File: src/rtl/heliosmart_pkg.sv
// heliosmart_pkg: shared types and helpers for the front-panel blocks
// (keypad scanner state encoding, key code width, microsecond-to-cycle conversion).
package heliosmart_pkg;

  typedef enum logic [1:0] {
    SCAN       = 2'd0,
    DEBOUNCE   = 2'd1,
    PRESSED    = 2'd2,
    RELEASE_DB = 2'd3
  } scan_state_e;

  localparam int KEY_W = 4;

  function automatic int us_to_cycles(input int freq_mhz, input int us);
    return freq_mhz * us;
  endfunction

endpackage

File: src/rtl/keypad_scanner_if.sv
// keypad_scanner_if: keypad matrix lines plus the key-code output towards the led stage.
// master = scanner side, slave = keypad/consumer side.
interface keypad_scanner_if;
  import heliosmart_pkg::*;

  logic [3:0]       row;
  logic [3:0]       col;
  logic [KEY_W-1:0] key_code;
  logic             key_valid;
  logic             key_held;

  modport master (
    input  row,
    output col, key_code, key_valid, key_held
  );

  modport slave (
    output row,
    input  col, key_code, key_valid, key_held
  );

endinterface

File: src/rtl/sync2.sv
// sync2: two-flop synchronizer for the asynchronous keypad rows; resets to all-ones
// so an idle (pulled-up) keypad is seen straight out of reset.
module sync2 #(
  parameter int WIDTH = 4
) (
  input  logic             sys_clk,
  input  logic             _rst,
  input  logic [WIDTH-1:0] d,
  output logic [WIDTH-1:0] q
);

  logic [WIDTH-1:0] row_p0;

  always_ff @(posedge sys_clk or negedge _rst) begin
    if (!_rst) begin
      row_p0 <= '1;
      q      <= '1;
    end else begin
      row_p0 <= d;
      q      <= row_p0;
    end
  end

endmodule

File: src/rtl/keypad_scanner.sv
// keypad_scanner: 4x4 matrix scan, single-key debounce, registered key code/valid/held.
// Define KEYPAD_AUTOREPEAT_EN to add auto-repeat pulses while a key stays held.
module keypad_scanner
  import heliosmart_pkg::*;
#(
  parameter int FREQ_MHZ        = 50,
  parameter int SCAN_US         = 1000,
  parameter int DEBOUNCE_US     = 20000,
  parameter int REPEAT_DELAY_US = 500000,
  parameter int REPEAT_RATE_US  = 100000
) (
  input logic              sys_clk,
  input logic              _rst,
  keypad_scanner_if.master bus
);

  function automatic int max2(input int a, input int b);
    return (a > b) ? a : b;
  endfunction

  function automatic logic [1:0] lowest_low(input logic [3:0] rows);
    if (!rows[0])      return 2'd0;
    else if (!rows[1]) return 2'd1;
    else if (!rows[2]) return 2'd2;
    else               return 2'd3;
  endfunction

  localparam int SCAN_CYC = us_to_cycles(FREQ_MHZ, SCAN_US);
  localparam int DB_CYC   = us_to_cycles(FREQ_MHZ, DEBOUNCE_US);
`ifdef KEYPAD_AUTOREPEAT_EN
  localparam int REP_DLY_CYC  = us_to_cycles(FREQ_MHZ, REPEAT_DELAY_US);
  localparam int REP_RATE_CYC = us_to_cycles(FREQ_MHZ, REPEAT_RATE_US);
  localparam int MAX_CYC      = max2(max2(SCAN_CYC, DB_CYC), max2(REP_DLY_CYC, REP_RATE_CYC));
`else
  localparam int MAX_CYC      = max2(SCAN_CYC, DB_CYC);
`endif
  localparam int CNT_W = $clog2(MAX_CYC + 1);

  if (FREQ_MHZ < 1 || SCAN_US < 1 || DEBOUNCE_US < 1 ||
      REPEAT_DELAY_US < 1 || REPEAT_RATE_US < 1) begin : g_bad_param
    $error("keypad_scanner: timing parameters must be positive");
  end

  scan_state_e      state, state_nxt;
  logic [CNT_W-1:0] cnt, cnt_nxt;
  logic [1:0]       col_idx, col_idx_nxt;
  logic [1:0]       row_idx, row_idx_nxt;
  logic [3:0]       pat, pat_nxt;
  logic [3:0]       col_drv, col_drv_nxt;
  logic [KEY_W-1:0] code_q, code_nxt;
  logic             valid_q, valid_nxt;
  logic             held_q, held_nxt;
  logic [3:0]       row_s;
  logic             dwell_done, db_done, rows_idle;
`ifdef KEYPAD_AUTOREPEAT_EN
  logic             rep_armed, rep_armed_nxt;
`endif

  sync2 #(.WIDTH(4)) u_sync (
    .sys_clk (sys_clk),
    ._rst    (_rst),
    .d       (bus.row),
    .q       (row_s)
  );

  assign dwell_done = (cnt == CNT_W'(SCAN_CYC - 1));
  assign db_done    = (cnt == CNT_W'(DB_CYC - 1));
  assign rows_idle  = (row_s == 4'hF);

  always_ff @(posedge sys_clk or negedge _rst) begin
    if (!_rst) state <= SCAN;
    else       state <= state_nxt;
  end

  always_comb begin
    state_nxt = state;
    case (state)
      SCAN:       if (dwell_done && !rows_idle) state_nxt = DEBOUNCE;
      DEBOUNCE:   if (row_s != pat)             state_nxt = SCAN;
                  else if (db_done)             state_nxt = PRESSED;
      PRESSED:    if (rows_idle)                state_nxt = RELEASE_DB;
      RELEASE_DB: if (!rows_idle)               state_nxt = PRESSED;
                  else if (db_done)             state_nxt = SCAN;
      default:                                  state_nxt = SCAN;
    endcase
  end

  always_comb begin
    cnt_nxt     = cnt + 1'b1;
    col_idx_nxt = col_idx;
    row_idx_nxt = row_idx;
    pat_nxt     = pat;
    code_nxt    = code_q;
    valid_nxt   = 1'b0;
    held_nxt    = held_q;
`ifdef KEYPAD_AUTOREPEAT_EN
    rep_armed_nxt = (state == PRESSED) ? rep_armed : 1'b0;
`endif
    case (state)
      SCAN: begin
        if (dwell_done) begin
          cnt_nxt = '0;
          if (!rows_idle) begin
            pat_nxt     = row_s;
            row_idx_nxt = lowest_low(row_s);
          end else begin
            col_idx_nxt = col_idx + 1'b1;
          end
        end
      end
      DEBOUNCE: begin
        if (row_s != pat) begin
          cnt_nxt = '0;
        end else if (db_done) begin
          cnt_nxt   = '0;
          code_nxt  = {row_idx, col_idx};
          valid_nxt = 1'b1;
          held_nxt  = 1'b1;
        end
      end
      PRESSED: begin
        if (rows_idle) begin
          cnt_nxt = '0;
        end else begin
`ifdef KEYPAD_AUTOREPEAT_EN
          // First repeat waits the long delay, later ones use the shorter rate.
          if (!rep_armed && cnt == CNT_W'(REP_DLY_CYC - 1)) begin
            cnt_nxt       = '0;
            valid_nxt     = 1'b1;
            rep_armed_nxt = 1'b1;
          end else if (rep_armed && cnt == CNT_W'(REP_RATE_CYC - 1)) begin
            cnt_nxt   = '0;
            valid_nxt = 1'b1;
          end
`else
          cnt_nxt = '0;
`endif
        end
      end
      RELEASE_DB: begin
        if (!rows_idle) begin
          cnt_nxt = '0;
        end else if (db_done) begin
          cnt_nxt     = '0;
          held_nxt    = 1'b0;
          col_idx_nxt = col_idx + 1'b1;
        end
      end
      default: cnt_nxt = '0;
    endcase
    col_drv_nxt = ~(4'b0001 << col_idx_nxt);
  end

  always_ff @(posedge sys_clk or negedge _rst) begin
    if (!_rst) begin
      cnt       <= '0;
      col_idx   <= 2'd0;
      col_drv   <= 4'b1110;
      code_q    <= '0;
      valid_q   <= 1'b0;
      held_q    <= 1'b0;
`ifdef KEYPAD_AUTOREPEAT_EN
      rep_armed <= 1'b0;
`endif
    end else begin
      cnt       <= cnt_nxt;
      col_idx   <= col_idx_nxt;
      col_drv   <= col_drv_nxt;
      code_q    <= code_nxt;
      valid_q   <= valid_nxt;
      held_q    <= held_nxt;
`ifdef KEYPAD_AUTOREPEAT_EN
      rep_armed <= rep_armed_nxt;
`endif
    end
  end

  // Captured row pattern and winning row are only read after being loaded in SCAN.
  always_ff @(posedge sys_clk) begin
    pat     <= pat_nxt;
    row_idx <= row_idx_nxt;
  end

  assign bus.col       = col_drv;
  assign bus.key_code  = code_q;
  assign bus.key_valid = valid_q;
  assign bus.key_held  = held_q;

endmodule

File: src/flat_wrapper.sv
// flat-port wrapper written by rule: the top's interface ports become plain ports
module keypad_scanner_flat import heliosmart_pkg::*;
#(
  parameter int FREQ_MHZ        = 50,
  parameter int SCAN_US         = 1000,
  parameter int DEBOUNCE_US     = 20000,
  parameter int REPEAT_DELAY_US = 500000,
  parameter int REPEAT_RATE_US  = 100000
)
  (sys_clk, _rst, bus_row, bus_col, bus_key_code, bus_key_valid, bus_key_held);
  keypad_scanner_if bus_i ();
  input logic sys_clk;
  input logic _rst;
  input wire logic [$bits(bus_i.row)-1:0] bus_row;
  output wire logic [$bits(bus_i.col)-1:0] bus_col;
  output wire logic [$bits(bus_i.key_code)-1:0] bus_key_code;
  output wire logic [$bits(bus_i.key_valid)-1:0] bus_key_valid;
  output wire logic [$bits(bus_i.key_held)-1:0] bus_key_held;
  assign bus_i.row = bus_row;
  assign bus_col = bus_i.col;
  assign bus_key_code = bus_i.key_code;
  assign bus_key_valid = bus_i.key_valid;
  assign bus_key_held = bus_i.key_held;
  keypad_scanner #(.FREQ_MHZ(FREQ_MHZ), .SCAN_US(SCAN_US), .DEBOUNCE_US(DEBOUNCE_US), .REPEAT_DELAY_US(REPEAT_DELAY_US), .REPEAT_RATE_US(REPEAT_RATE_US)) u_core (.sys_clk(sys_clk), ._rst(_rst), .bus(bus_i));
endmodule
File: config.mk
export PLATFORM = sky130hd
export DESIGN_NAME = keypad_scanner_flat
export DESIGN_NICKNAME = d
export VERILOG_FILES = /design/src/rtl/heliosmart_pkg.sv /design/src/rtl/keypad_scanner_if.sv /design/src/rtl/sync2.sv /design/src/rtl/keypad_scanner.sv /design/src/flat_wrapper.sv
export SDC_FILE = /design/constraint.sdc
export NUM_CORES = 1
export LEC_CHECK = 0
export CAP_MARGIN = 20
export CORE_MARGIN = 2
export CORE_UTILIZATION = 55
export CTS_BUF_LIST = sky130_fd_sc_hd__clkbuf_8
export CTS_CLUSTER_DIAMETER = 100
export DETAILED_ROUTE_END_ITERATION = 10
export GPL_TIMING_DRIVEN = 0
export PLACE_DENSITY = 0.75
export SLEW_MARGIN = 0
export SYNTH_ARGS = -nofsm -noshare
export SYNTH_HDL_FRONTEND = slang
export SYNTH_HIERARCHICAL = 1
export SYNTH_SLANG_ARGS = --single-unit
export TNS_END_PERCENT = 20
File: constraint.sdc
create_clock -name sys_clk -period 2.45 [get_ports sys_clk]
set_input_delay 0.49 -clock sys_clk [delete_from_list [all_inputs] [get_ports sys_clk]]
set_output_delay 0.49 -clock sys_clk [all_outputs]
set_load 0.01 [all_outputs]
==> results of run 1 <==
## critical path: cells and delay by family, from the launching register on
kind | cells | cell delay, ns
AND/OR/NAND/NOR | 4 | 0.90
flip-flops | 1 | 0.41
AO/OA/AOI/OAI | 1 | 0.32
adder cells (fa/ha/maj) | 1 | 0.27
multiplexers | 1 | 0.25
## layer usage
metal / share of wire (%) / global-route usage, % / vias to the layer above
met4: 1.7 / 10.5 / 0
met5: 0 / 0 / -
met3: 3.3 / 5.10 / 6
li1: - / - / 740
met2: 51 / 32.9 / 25
met1: 44 / 23.8 / 743
## sequential cells by signal (all words and copies together) (netlist names)
| signal | cells |
|---|---|
| u_core/row_idx | 2 |
| u_core/pat | 4 |
| u_core/u_sync/q | 4 |
| u_core/bus.key_code | 4 |
| u_core/col_idx | 2 |
| u_core/bus.col | 4 |
| u_core/bus.key_valid | 1 |
| u_core/bus.key_held | 1 |
| u_core/cnt | 20 |
| u_core/u_sync/row_p0 | 4 |
| u_core/state | 2 |
## cell type report
| type | count | area (sq um) |
|---|---|---|
| buffer | 5 | 25.0 |
| clock inverter | 3 | 42.5 |
| timing repair buffer | 15 | 145 |
| tap | 50 | 62.6 |
| clock buffer | 5 | 68.8 |
| inverter | 7 | 26.3 |
| sequential | 48 | 1240 |
| multi-input combinational | 141 | 973 |
| fill | 312 | 1380 |
## final timing paths
check / endpoint / slack [ns] / cells past startpoint
setup / recovery: u_core/col_idx[0] / 0.20 / 7
hold / removal: u_core/bus.key_code[0] / 0.31 / 1
setup reg to reg: u_core/col_idx[0] / 0.20 / 7
hold reg to reg: u_core/u_sync/q[2] / 0.36 / 0
max in group asynchronous: u_core/bus.col[0] / 1.59 / 1
min in group sys_clk: u_core/u_sync/q[2] / 0.36 / 0
## cell usage after synthesis, types with 2 or more instances
| library cell | instances | area [sq um] |
|---|---|---|
| sky130_fd_sc_hd__dfrtp_1 | 31 | 776 |
| sky130_fd_sc_hd__ha_1 | 5 | 62.6 |
| sky130_fd_sc_hd__nand2b_1 | 2 | 12.5 |
| sky130_fd_sc_hd__a21oi_1 | 8 | 40.0 |
| sky130_fd_sc_hd__nor3_1 | 2 | 10.0 |
| sky130_fd_sc_hd__clkbuf_1 | 2 | 7.51 |
| sky130_fd_sc_hd__inv_1 | 7 | 26.3 |
| sky130_fd_sc_hd__xnor2_1 | 11 | 96.3 |
| sky130_fd_sc_hd__o21a_1 | 2 | 15.0 |
| sky130_fd_sc_hd__nor2_1 | 28 | 105 |
| sky130_fd_sc_hd__mux2_2 | 4 | 45.0 |
| sky130_fd_sc_hd__buf_2 | 3 | 15.0 |
| sky130_fd_sc_hd__dfstp_2 | 11 | 289 |
| sky130_fd_sc_hd__xor2_1 | 11 | 96.3 |
| sky130_fd_sc_hd__edfxtp_1 | 6 | 180 |
| sky130_fd_sc_hd__nor4_1 | 2 | 12.5 |
| sky130_fd_sc_hd__and4_1 | 2 | 17.5 |
| sky130_fd_sc_hd__nand3_1 | 12 | 60.1 |
| sky130_fd_sc_hd__and3_1 | 4 | 25.0 |
| sky130_fd_sc_hd__or3_1 | 3 | 18.8 |
| sky130_fd_sc_hd__o2bb2ai_1 | 2 | 17.5 |
| sky130_fd_sc_hd__nor2b_1 | 2 | 12.5 |
| sky130_fd_sc_hd__nand4_1 | 3 | 18.8 |
| sky130_fd_sc_hd__nand2_1 | 12 | 45.0 |
| sky130_fd_sc_hd__and2_1 | 2 | 12.5 |
## through the flow
step	worst slack [ns]	hold WS (ns)	std cells
2_1_floorplan	0.234	0.194	202
3_3_place_gp	-0.0370	0.346	267
3_5_place_dp	-0.00248	0.348	267
4_1_cts	0.0102	0.331	275
5_1_grt	0.0629	0.363	274
6_report	0.200	0.308	274
## cells in the final DEF (no fill, tap or decap), types with 4 or more instances in the layout
cell,n
sky130_fd_sc_hd__a21oi_1,8
sky130_fd_sc_hd__and3_1,4
sky130_fd_sc_hd__clkbuf_8,5
sky130_fd_sc_hd__clkdlybuf4s50_1,14
sky130_fd_sc_hd__dfrtp_1,31
sky130_fd_sc_hd__dfstp_2,11
sky130_fd_sc_hd__edfxtp_1,6
sky130_fd_sc_hd__ha_1,5
sky130_fd_sc_hd__inv_1,7
sky130_fd_sc_hd__mux2_2,4
sky130_fd_sc_hd__nand2_1,12
sky130_fd_sc_hd__nand3_1,12
sky130_fd_sc_hd__nor2_1,26
sky130_fd_sc_hd__xnor2_1,11
sky130_fd_sc_hd__xor2_1,11
## kinds of logic (layout without fill, tap and decap cells)
kind of cell | count (synthesis) | after routing
buf+inv | 13 | 35
compound gates | 26 | 26
mux | 5 | 5
fa+ha+maj | 5 | 5
xor+xnor | 22 | 22
simple gates | 83 | 83
flops | 48 | 48
## power groups by stage
stage	Clock [uW]	Combinational (uW)	Sequential, uW
floorplan	0	5.04	837
global placement	0	26.2	838
detailed placement	0	26.3	839
CTS	572	26.3	824
global route	610	29.0	825
finish	562	25.2	824
## repair_timing
item	in CTS	in global routing
hold buffers	0	0
pin swaps	0	1
gates cloned	0	0
hold endpoints to repair	0	0
resized for setup	1	4
endpoints found under the setup margin	4	35
==> parameters.txt, run 1 <==
Parameter                              Value

Final layout
  Post-layout instance area ... 2590 sq um
  Share of final-layout standard cells stronger than drive strength 1 ... 17.4%
  Relative area change from synthesis to final layout ... 15.0%
  Share of the core filled with cells in the final layout ... 65.2%
  Layout net count ... 234
  Antenna Diode Count ... 0

Floorplanning
  Core region area ... 3970 sq um
  Initial core utilization ... 56.7%
  # rows ... 23
  IO Pins ... 16
  Die boundary width ... 68.0 um
  Die Y ... 68.0 um
  Total die area ... 4620 sq um

Critical path
  Cell-by-cell trace of the critical path ... ha_1 > nand3_4 > nor4_4 > nand3_1 > a22o_1 > or2_4 > mux2_4
  Highest-delay cell along the critical path ... sky130_fd_sc_hd__dfrtp_1
  Startpoint Class ... flip-flop
  Worst path max stage delay ... 0.41 ns
  Worst path required time ... 2.64 ns
  Reg-to-reg critical path startpoint ... u_core/cnt[0]
  Crit Path Max Fanout ... 5
  Critical Path AT ... 2.44 ns
  Critical Path Start ... u_core/cnt[0]
  Capturing element type of the critical path ... flip-flop
  Category of the most critical setup path ... flip-flop to flip-flop

Detailed routing
  DRC ... 0
  Violation count after the first detailed-route iteration ... 72
  Overall routed net length ... 3840 um
  Routed length per instance ... 14.0 um
  Vias per inst ... 5.53
  Vias post-DR ... 1,514
  Final antenna-violating net count ... 0
  Detailed Routing Iterations Pass 1 ... 4

Yosys
  Multiplexer fraction of the synthesized cell area ... 2.67%
  Combinational family with the most area after synthesis ... simple AND/OR/NAND/NOR gates
  Synthesized-area fraction occupied by ao, oa, aoi and oai cells ... 8.34%
  Synthesized area ... 2250 sq um
  Sequential area share after synthesis ... 55.3%
  Cell variety after synth ... 50
  Total nets after synthesis ... 213
  Count of warnings emitted by yosys ... 6
  Post-synthesis share of cell area spent on and, or, nand and nor gates ... 20.0%
  Fraction of synthesized cell area in xor and xnor cells ... 8.56%
  Post-synthesis cell count ... 202
  Adder-cell share of the synthesized area ... 2.78%
  Share of flip-flops with an asynchronous set or reset ... 87.5%
  Count of state elements after synthesis ... 48
  Average footprint of a synthesized cell ... 11.1 sq um
  Number of enable flip-flop cells after synthesis ... 6
  Leading register cell type out of synthesis ... sky130_fd_sc_hd__dfrtp_1

Place
  Placed wire-length estimate ... 2770 um
  Placed Instance Area ... 2460 sq um
  Gp weighted congestion ... 0.812
  Port Buffer Count ... 15

Clock network
  Number of H-tree levels ... 2
  Clock root buffer master ... sky130_fd_sc_hd__clkbuf_8
  Setup fix buffers added after clock tree synthesis ... 0
  Number of buffers created by CTS ... 5
  Worst-skew pair later-pin latency ... 0.30 ns
  CTS tree ... built
  Maximum clock path buffer count ... 2
  Clock transition at the register clock pins on the worst setup and hold paths after CTS ... 0.08 ns
  Sink Count ... 48

Power and ir drop
  Power per Cell Area ... 545 nW/um^2
  Static leakage ... 0.00110 uW
  Clk pwr share ... 39.8%
  Sequential cell fraction of total power ... 58.4%
  Total power after layout ... 1410 uW
  Switching Fraction ... 20.0%
  Internal power ... 1130 uW
  Net load switching power ... 282 uW
  Max IR drop VDD ... 0.000457 V
  Combinational share of power ... 1.8%

Flow run
  Max_cap viols ... 0

Global routing
  Number of global-route vias before repair ... 1,513
  Largest net degree at the start of global routing ... 43
  Global routing usage summed across all routing layers ... 19.9%
  Wire length of the first global-routing pass ... 6750 um
  Antenna violations before repair ... 0
  Total congestion overflow ... 0

Timing
  Worst clock skew ... 0.00190 ns
  Worst Tran Pin Value ... 0.888 ns
  Final period demand of the worst path ... 2.25 ns
  Number of pins exceeding their max-slew limit in the final report ... 0
  Number of setup violations in the final report ... 0
  Post-Route Setup TNS ... 0 ns
  Worst slew margin relative to its limit ... 40.8%
  Part of the cycle the worst path needs ... 91.9%
  Highest Clock Rate ... 444 MHz
  Unrepaired setup endpoints after global routing ... false
  Total count of hold-check failures in the final report ... 0

Hold path
  Class of the tightest hold or removal check ... input port to async pin

Status
  Status ... complete, no violations
Power figures use the tool's default switching activity.
==> run 2, diff against run 1 <==
- ABC_AREA: not set -> 1
- CORE_MARGIN: 2 -> not set
- HOLD_SLACK_MARGIN: not set -> 0.1
==> run 2 against run 1 <==
Net effect:
- first-iteration DRC count increased by 40%
- sequential power about the same
- critical path depth unchanged
- core utilization increased by 0.57 points
==> parameters.txt, run 2 <==
Parameter                              Value

Status
  Status ... complete, no violations (unchanged)

Clock network
  Maximum clock path buffer count ... 2 (unchanged)
  Quantity of hold-fixing buffers added after cts ... 0 (unchanged)
  Sink Count ... 48 (unchanged)
  Number of H-tree levels ... 2 (unchanged)
  CTS tree ... built (unchanged)
  Number of buffers created by CTS ... 5 (unchanged)
  Gates resized, CTS repair ... 0 (was 1)
  Clock transition at the register clock pins on the worst setup and hold paths after CTS ... 0.08 ns (about the same)
  Setup fix buffers added after clock tree synthesis ... 0 (unchanged)
  Clock root buffer master ... sky130_fd_sc_hd__clkbuf_8 (unchanged)
  Worst-skew pair later-pin latency ... 0.30 ns (about the same)

Power and ir drop
  Power per Cell Area ... 463 nW/um^2 (was 545 nW/um^2)
  Static leakage ... 0.00135 uW (was 0.00110 uW)
  Switching Fraction ... 20.9% (was 20.0%)
  Clk pwr share ... 36.1% (was 39.8%)
  Sequential cell fraction of total power ... 61.2% (was 58.4%)
  Combinational share of power ... 2.7% (was 1.8%)
  Max IR drop VDD ... 0.000302 V (was 0.000457 V)
  Net load switching power ... 281 uW (was 282 uW)
  Internal power ... 1060 uW (was 1130 uW)
  Total power after layout ... 1340 uW (was 1410 uW)

Hold path
  Class of the tightest hold or removal check ... input port to async pin (unchanged)

Timing
  Number of pins exceeding their max-slew limit in the final report ... 0 (unchanged)
  Final period demand of the worst path ... 2.07 ns (was 2.25 ns)
  Part of the cycle the worst path needs ... 84.5% (was 91.9%)
  Worst clock skew ... 0.00431 ns (was 0.00190 ns)
  Worst Tran Pin Value ... 0.508 ns (was 0.888 ns)
  Worst slew margin relative to its limit ... 66.0% (was 40.8%)
  Number of setup violations in the final report ... 0 (unchanged)
  Total count of hold-check failures in the final report ... 0 (unchanged)
  Unrepaired setup endpoints after global routing ... false (unchanged)
  Highest Clock Rate ... 483 MHz (was 444 MHz)

Final layout
  Filler cell count ... 372 (was 312)
  Layout net count ... 356 (was 234)
  Max reg flops ... 20 (unchanged)
  Number of standard cells in the final layout excluding fillers ... 398 (was 274)
  Antenna Diode Count ... 0 (unchanged)
  Commonest cells after routing, fill and taps aside ... 87 x sky130_fd_sc_hd__nand2_1, 45 x sky130_fd_sc_hd__inv_1, 40 x sky130_fd_sc_hd__nor2_1 (was 31 x sky130_fd_sc_hd__dfrtp_1, 26 x sky130_fd_sc_hd__nor2_1, 14 x sky130_fd_sc_hd__clkdlybuf4s50_1)
  Most common cell after layout, fill and taps aside ... sky130_fd_sc_hd__nand2_1 (was sky130_fd_sc_hd__dfrtp_1)
  Relative area change from synthesis to final layout ... 13.0% (was 15.0%)
  Register with the most flip-flops ... u_core/cnt (unchanged)
  Share of final-layout standard cells stronger than drive strength 1 ... 14.7% (was 17.4%)

Critical path
  Reg-to-reg critical path startpoint ... u_core/cnt[0] (unchanged)
  Crit Path Max Fanout ... 6 (was 5)
  Critical Path Start ... u_core/cnt[0] (unchanged)
  Worst path max stage delay ... 0.40 ns (was 0.41 ns)
  Worst r2r dst ... u_core/row_idx[1] (was u_core/col_idx[0])
  Worst path required time ... 2.39 ns (was 2.64 ns)
  Cell-by-cell trace of the critical path ... ha_1 > nand3_1 > nor2_1 > nand3_1 > nor2_1 > inv_1 > nor2_1 (was ha_1 > nand3_4 > nor4_4 > nand3_1 > a22o_1 > or2_4 > mux2_4)
  Worst path most repeated cell ... sky130_fd_sc_hd__nor2_1
  Number of cell instances on the worst register-to-register path ... 7 (unchanged)
  Startpoint Class ... flip-flop (unchanged)
  Capturing element type of the critical path ... flip-flop (unchanged)
  Setup slack of the worst register-to-register path ... 0.38 ns (was 0.20 ns)
  Critical Path AT ... 2.01 ns (was 2.44 ns)
  Highest-delay cell along the critical path ... sky130_fd_sc_hd__nor2_1 (was sky130_fd_sc_hd__dfrtp_1)
  Category of the most critical setup path ... flip-flop to flip-flop (unchanged)

Yosys
  Total nets after synthesis ... 333 (was 213)
  Share of the synthesized area in the top cell type ... 30.2% (was 34.5%)
  Count of state elements after synthesis ... 48 (unchanged)
  Synthesized area ... 2570 sq um (was 2250 sq um)
  Commonest cells post-synth ... 87 x sky130_fd_sc_hd__nand2_1, 45 x sky130_fd_sc_hd__inv_1, 40 x sky130_fd_sc_hd__nor2_1 (was 31 x sky130_fd_sc_hd__dfrtp_1, 28 x sky130_fd_sc_hd__nor2_1, 12 x sky130_fd_sc_hd__nand2_1, 12 x sky130_fd_sc_hd__nand3_1)
  Average footprint of a synthesized cell ... 7.98 sq um (was 11.1 sq um)
  Top-count cell post-synth ... sky130_fd_sc_hd__nand2_1 (was sky130_fd_sc_hd__dfrtp_1)
  Leading register cell type out of synthesis ... sky130_fd_sc_hd__dfrtp_1 (unchanged)
  Count of warnings emitted by yosys ... 6 (unchanged)
  Sequential area share after synthesis ... 48.5% (was 55.3%)
  Number of enable flip-flop cells after synthesis ... 6 (unchanged)
  Share of flip-flops with an asynchronous set or reset ... 87.5% (unchanged)
  Largest cells by area after synthesis ... sky130_fd_sc_hd__dfrtp_1 30%, sky130_fd_sc_hd__nand2_1 13%, sky130_fd_sc_hd__dfstp_2 11%, sky130_fd_sc_hd__edfxtp_1 7.0%, sky130_fd_sc_hd__inv_1 6.6% (was sky130_fd_sc_hd__dfrtp_1 34%, sky130_fd_sc_hd__dfstp_2 13%, sky130_fd_sc_hd__edfxtp_1 8.0%, sky130_fd_sc_hd__nor2_1 4.7%, sky130_fd_sc_hd__xnor2_1 4.3%)
  Cell variety after synth ... 27 (was 50)
  Cell accounting for the most synthesized area ... sky130_fd_sc_hd__dfrtp_1 (unchanged)
  Post-synthesis cell count ... 322 (was 202)

Global routing
  Largest net degree at the start of global routing ... 23 (was 43)
  Total congestion overflow ... 0 (unchanged)
  Number of global-route vias before repair ... 1,904 (was 1,513)
  Global routing usage summed across all routing layers ... 21.2% (was 19.9%)
  Wire length of the first global-routing pass ... 8180 um (was 6750 um)
  Antenna violations before repair ... 0 (unchanged)

Floorplanning
  Initial core utilization ... 58.2% (was 56.7%)
  Die Y ... 70.3 um (was 68.0 um)
  Total die area ... 4950 sq um (was 4620 sq um)
  # rows ... 24 (was 23)
  Core region area ... 4410 sq um (was 3970 sq um)
  Die boundary width ... 70.3 um (was 68.0 um)
  IO Pins ... 16 (unchanged)

Place
  Placed insts ... 390 (was 267)
  Placed wire-length estimate ... 3640 um (was 2770 um)
  Gp weighted congestion ... 0.936 (was 0.812)
  Port Buffer Count ... 15 (unchanged)

Detailed routing
  Violation count after the first detailed-route iteration ... 101 (was 72)
  Vias post-DR ... 1,989 (was 1,514)
  Overall routed net length ... 4750 um (was 3840 um)
  Detailed Routing Iterations Pass 1 ... 4 (unchanged)
  Routed length per instance ... 11.9 um (was 14.0 um)
  DRC ... 0 (unchanged)
  Final antenna-violating net count ... 0 (unchanged)
  Vias per inst ... 5.00 (was 5.53)

Flow run
  Max_cap viols ... 0 (unchanged)
run 2: kinds of logic after synthesis:
logic type               after synthesis  synth area share, %
flip-flops                            48                 48.5
AND/OR/NAND/NOR                      190                 32.9
XOR/XNOR                              16                 5.46
AO/OA/AOI/OAI                         13                 2.83
adder cells (fa/ha/maj)                5                 2.44
buffers and inverters                 50                 7.94
run 2: how the worst max path moves through the flow:
stage                               end  slack (ns)  cells after the start
global placement    u_core/bus.key_held       -0.14                      1
detailed placement    u_core/row_idx[1]        0.40                      7
global route          u_core/row_idx[0]        0.19                      7
floorplan                 u_core/pat[0]        0.71                      7
CTS                   u_core/row_idx[1]        0.38                      7
finish                u_core/row_idx[1]        0.38                      7
run 2: area by class of cell:
cell class              instances  area, sq um  area share (%)
plain buffers                   3         27.5           0.948
clock buffers                   6         82.6            2.84
repair buffers                 16          173            5.95
well taps                      52         65.1            2.24
flip-flops and latches         48         1240            42.9
multi-input cells             224         1120            38.6
inverters                      47          176            6.08
clock inverters                 2         13.8           0.474
run 2: power groups by stage:
stage	combinational [uW]	clock, uW	sequential [uW]
final	35.9	485	822
after global routing	40.9	531	824
after CTS	37.3	500	823
after detailed placement	37.2	0	838
after global placement	31.5	0	837
after floorplan	8.98	0	837
run 2: critical path: cells and delay by family (launching register included):
kind,cells,cell delay [ns]
flops,1,0.38
fa+ha+maj,1,0.23
simple gates,5,1.03
buf+inv,1,0.08
run 2: stage by stage:
stage	TNS, ns	hold slack (ns)	cell area [sq um]	utilization [%]	worst slack (ns)
after floorplan	0	0.194	2570	-	0.710
after CTS	0	0.164	2900	65.8	0.382
after global routing	0	0.181	2900	65.8	0.189
after detailed placement	0	0.347	2810	63.6	0.398
final	0	0.155	2900	65.8	0.379
after global placement	-4.30	0.346	2780	63.1	-0.141
run 2: layer usage:
layer	wire (um)	global-route usage [%]
met1	2230	27.2
met2	2260	35.7
met3	182	4.33
met4	78	7.11
met5	0	0
==> run 3, diff against run 2 <==
- PLACE_DENSITY: 0.75 -> 0.78
- clock period: 2.45 -> 1.9 ns (I/O delays scaled with it)
==> run 3 against run 2 <==
Net effect:
- count of clock-buffer cells in the layout unchanged
- fmax increased by 15%
- flip-flop and latch count unchanged
- non-clock buffer count increased by 2
- sequential power increased by 29%
- highest routed layer unchanged
==> parameters.txt, run 3 (same netlist as run 2, synthesis figures left out) <==
Parameter                              Value

Timing
  Total count of hold-check failures in the final report ... 0 (unchanged)
  Number of setup violations in the final report ... 0 (unchanged)
  Worst slew margin relative to its limit ... 39.6% (was 66.0%)
  Fin worst setup slack ... 0.107 ns (was 0.379 ns)
  Final period demand of the worst path ... 1.79 ns (was 2.07 ns)
  Part of the cycle the worst path needs ... 94.4% (was 84.5%)
  Number of pins exceeding their max-slew limit in the final report ... 0 (unchanged)
  Worst clock skew ... 0.00855 ns (was 0.00431 ns)
  Worst Tran Pin Value ... 0.906 ns (was 0.508 ns)
  Highest Clock Rate ... 558 MHz (was 483 MHz)
  Post-Route Setup TNS ... 0 ns (unchanged)

Power and ir drop
  Power per Cell Area ... 629 nW/um^2 (was 463 nW/um^2)
  Static leakage ... 0.00136 uW (was 0.00135 uW)
  Max IR drop VDD ... 0.000534 V (was 0.000302 V)

Detailed routing
  Detailed Routing Iterations Pass 1 ... 4 (unchanged)
  DR WL met3 ... 140 um (was 182 um)
  Vias per inst ... 4.90 (was 5.00)
  Violation count after the first detailed-route iteration ... 98 (was 101)
  DRC ... 0 (unchanged)
  DR top layer ... met4 (unchanged)
  Vias post-DR ... 1,959 (was 1,989)
  Routed length per instance ... 11.7 um (was 11.9 um)
  Overall routed net length ... 4700 um (was 4750 um)
  DRT met1 WL ... 2250 um (was 2230 um)
  DR WL met2 ... 2230 um (was 2260 um)
  Final antenna-violating net count ... 0 (unchanged)

Global routing
  Number of global-route vias before repair ... 1,886 (was 1,904)
  Total congestion overflow ... 0 (unchanged)
  Wire length of the first global-routing pass ... 8210 um (was 8180 um)
  Global routing usage summed across all routing layers ... 21.0% (was 21.2%)
  Antenna violations before repair ... 0 (unchanged)
  Largest net degree at the start of global routing ... 43 (was 23)

Critical path
  Critical Path Start ... u_core/cnt[0] (unchanged)
  Category of the most critical setup path ... flip-flop to flip-flop (unchanged)
  Worst path bufs/invs ... 1 (unchanged)
  Critical Path AT ... 1.79 ns (was 2.01 ns)
  Capturing element type of the critical path ... flip-flop (unchanged)
  Worst r2r dst ... u_core/row_idx[1] (unchanged)
  Startpoint Class ... flip-flop (unchanged)
  Highest-delay cell along the critical path ... sky130_fd_sc_hd__dfrtp_1 (was sky130_fd_sc_hd__nor2_1)
  Crit Path Max Fanout ... 6 (unchanged)
  Worst path required time ... 1.90 ns (was 2.39 ns)
  Worst path max stage delay ... 0.38 ns (was 0.40 ns)
  Cell-by-cell trace of the critical path ... ha_2 > nand3_2 > nor2_2 > nand3_1 > nor2_1 > inv_1 > nor2_4 (was ha_1 > nand3_1 > nor2_1 > nand3_1 > nor2_1 > inv_1 > nor2_1)
  Reg-to-reg critical path startpoint ... u_core/cnt[0] (unchanged)
  Setup slack of the worst register-to-register path ... 0.11 ns (was 0.38 ns)
  Timing endpoint of the critical path ... u_core/row_idx[1] (unchanged)
  Top cell family by delay on the critical path ... simple AND/OR/NAND/NOR gates (unchanged)
  Number of gates on the worst path with buffers counted ... 7 (unchanged)
  Number of cell instances on the worst register-to-register path ... 7 (unchanged)

Place
  Gp weighted congestion ... 0.930 (was 0.936)
  Placed wire-length estimate ... 3430 um (was 3640 um)
  Port Buffer Count ... 15 (unchanged)
  Setup WS pre-CTS ... -0.157 ns (was 0.398 ns)

Clock network
  Sink Count ... 48 (unchanged)
  CTS tree ... built (unchanged)
  Clock transition at the register clock pins on the worst setup and hold paths after CTS ... 0.08 ns (about the same)
  Number of buffers created by CTS ... 5 (unchanged)
  Maximum clock path buffer count ... 2 (unchanged)
  Clock root buffer master ... sky130_fd_sc_hd__clkbuf_8 (unchanged)
  Number of H-tree levels ... 2 (unchanged)
  Quantity of hold-fixing buffers added after cts ... 0 (unchanged)
  Worst-skew pair later-pin latency ... 0.30 ns (about the same)

Floorplanning
  Initial core utilization ... 58.2% (unchanged)
  Total die area ... 4950 sq um (unchanged)
  Core region area ... 4410 sq um (unchanged)
  IO Pins ... 16 (unchanged)
  Die Y ... 70.3 um (unchanged)
  Die boundary width ... 70.3 um (unchanged)
  # rows ... 24 (unchanged)

Final layout
  Antenna Diode Count ... 0 (unchanged)
  Most common cell after layout, fill and taps aside ... sky130_fd_sc_hd__nand2_1 (unchanged)
  Register with the most flip-flops ... u_core/cnt (unchanged)
  Relative area change from synthesis to final layout ... 15.1% (was 13.0%)
  Max reg flops ... 20 (unchanged)
  Commonest cells after routing, fill and taps aside ... 87 x sky130_fd_sc_hd__nand2_1, 45 x sky130_fd_sc_hd__inv_1, 38 x sky130_fd_sc_hd__nor2_1 (was 87 x sky130_fd_sc_hd__nand2_1, 45 x sky130_fd_sc_hd__inv_1, 40 x sky130_fd_sc_hd__nor2_1)
  Layout net count ... 358 (was 356)
  Share of final-layout standard cells stronger than drive strength 1 ... 17.0% (was 14.7%)

Flow run
  Max_cap viols ... 0 (unchanged)

Status
  Status ... complete, no violations (unchanged)

Hold path
  Class of the tightest hold or removal check ... input port to async pin (unchanged)
-- run 3: changes by cell type in the layout (fill, tap and decap cells not counted), sizes merged --
cell    delta
buf        +2
bufinv     +1
inv        -1
-- run 3: what timing repair did --
| item | CTS | global route |
|---|---|---|
| endpoints found under the setup margin | 6 | 32 |
| setup buffers | 0 | 3 |
| pin swaps | 0 | 2 |
| resized for setup | 2 | 6 |
-- run 3: per-stage QoR --
| stage | cells | hold WS (ns) | utilization [%] | area, sq um | power [uW] |
|---|---|---|---|---|---|
| floorplan | 322 | 0.0844 | - | 2570 | 1090 |
| global placement | 389 | 0.346 | 63.1 | 2780 | 1120 |
| detailed placement | 389 | 0.347 | 63.0 | 2780 | 1120 |
| CTS | 397 | 0.238 | 65.9 | 2910 | 1880 |
| global route | 400 | 0.291 | 67.0 | 2960 | 1930 |
| finish | 400 | 0.209 | 67.0 | 2960 | 1860 |
-- run 3: power by group --
part | internal [uW] | leakage, uW | switching, uW
Clock | 430 | 0.0000614 | 325
Combinational | 14.5 | 0.000711 | 27.7
Sequential | 1050 | 0.000591 | 6.04
-- run 3: layout make-up --
class | instances | area [sq um]
clock buffers | 6 | 82.6
multi-input cells | 224 | 1150
clock inverters | 2 | 38.8
repair buffers | 18 | 168
fillers | 365 | 1460
plain buffers | 3 | 27.5
flip-flops and latches | 48 | 1240
well taps | 52 | 65.1
inverters | 47 | 176
-- run 3: worst min path at each step --
stage | startpoint | to | slack, ns | cells after the start
after global routing | _rst | u_core/cnt[11] | 0.29 | 1
after detailed placement | u_core/u_sync/row_p0[2] | u_core/u_sync/q[2] | 0.35 | 0
after global placement | u_core/u_sync/row_p0[0] | u_core/u_sync/q[0] | 0.35 | 0
after CTS | _rst | u_core/cnt[15] | 0.24 | 1
final | _rst | u_core/cnt[7] | 0.21 | 1
after floorplan | _rst | u_core/bus.col[0] | 0.08 | 0
-- run 3: metal layers --
metal | track usage (%) | vias to the layer above
li1 | - | 1044
met1 | 27.4 | 877
met2 | 34.1 | 30
met3 | 4.33 | 8
met4 | 8.22 | 0
met5 | 0 | -
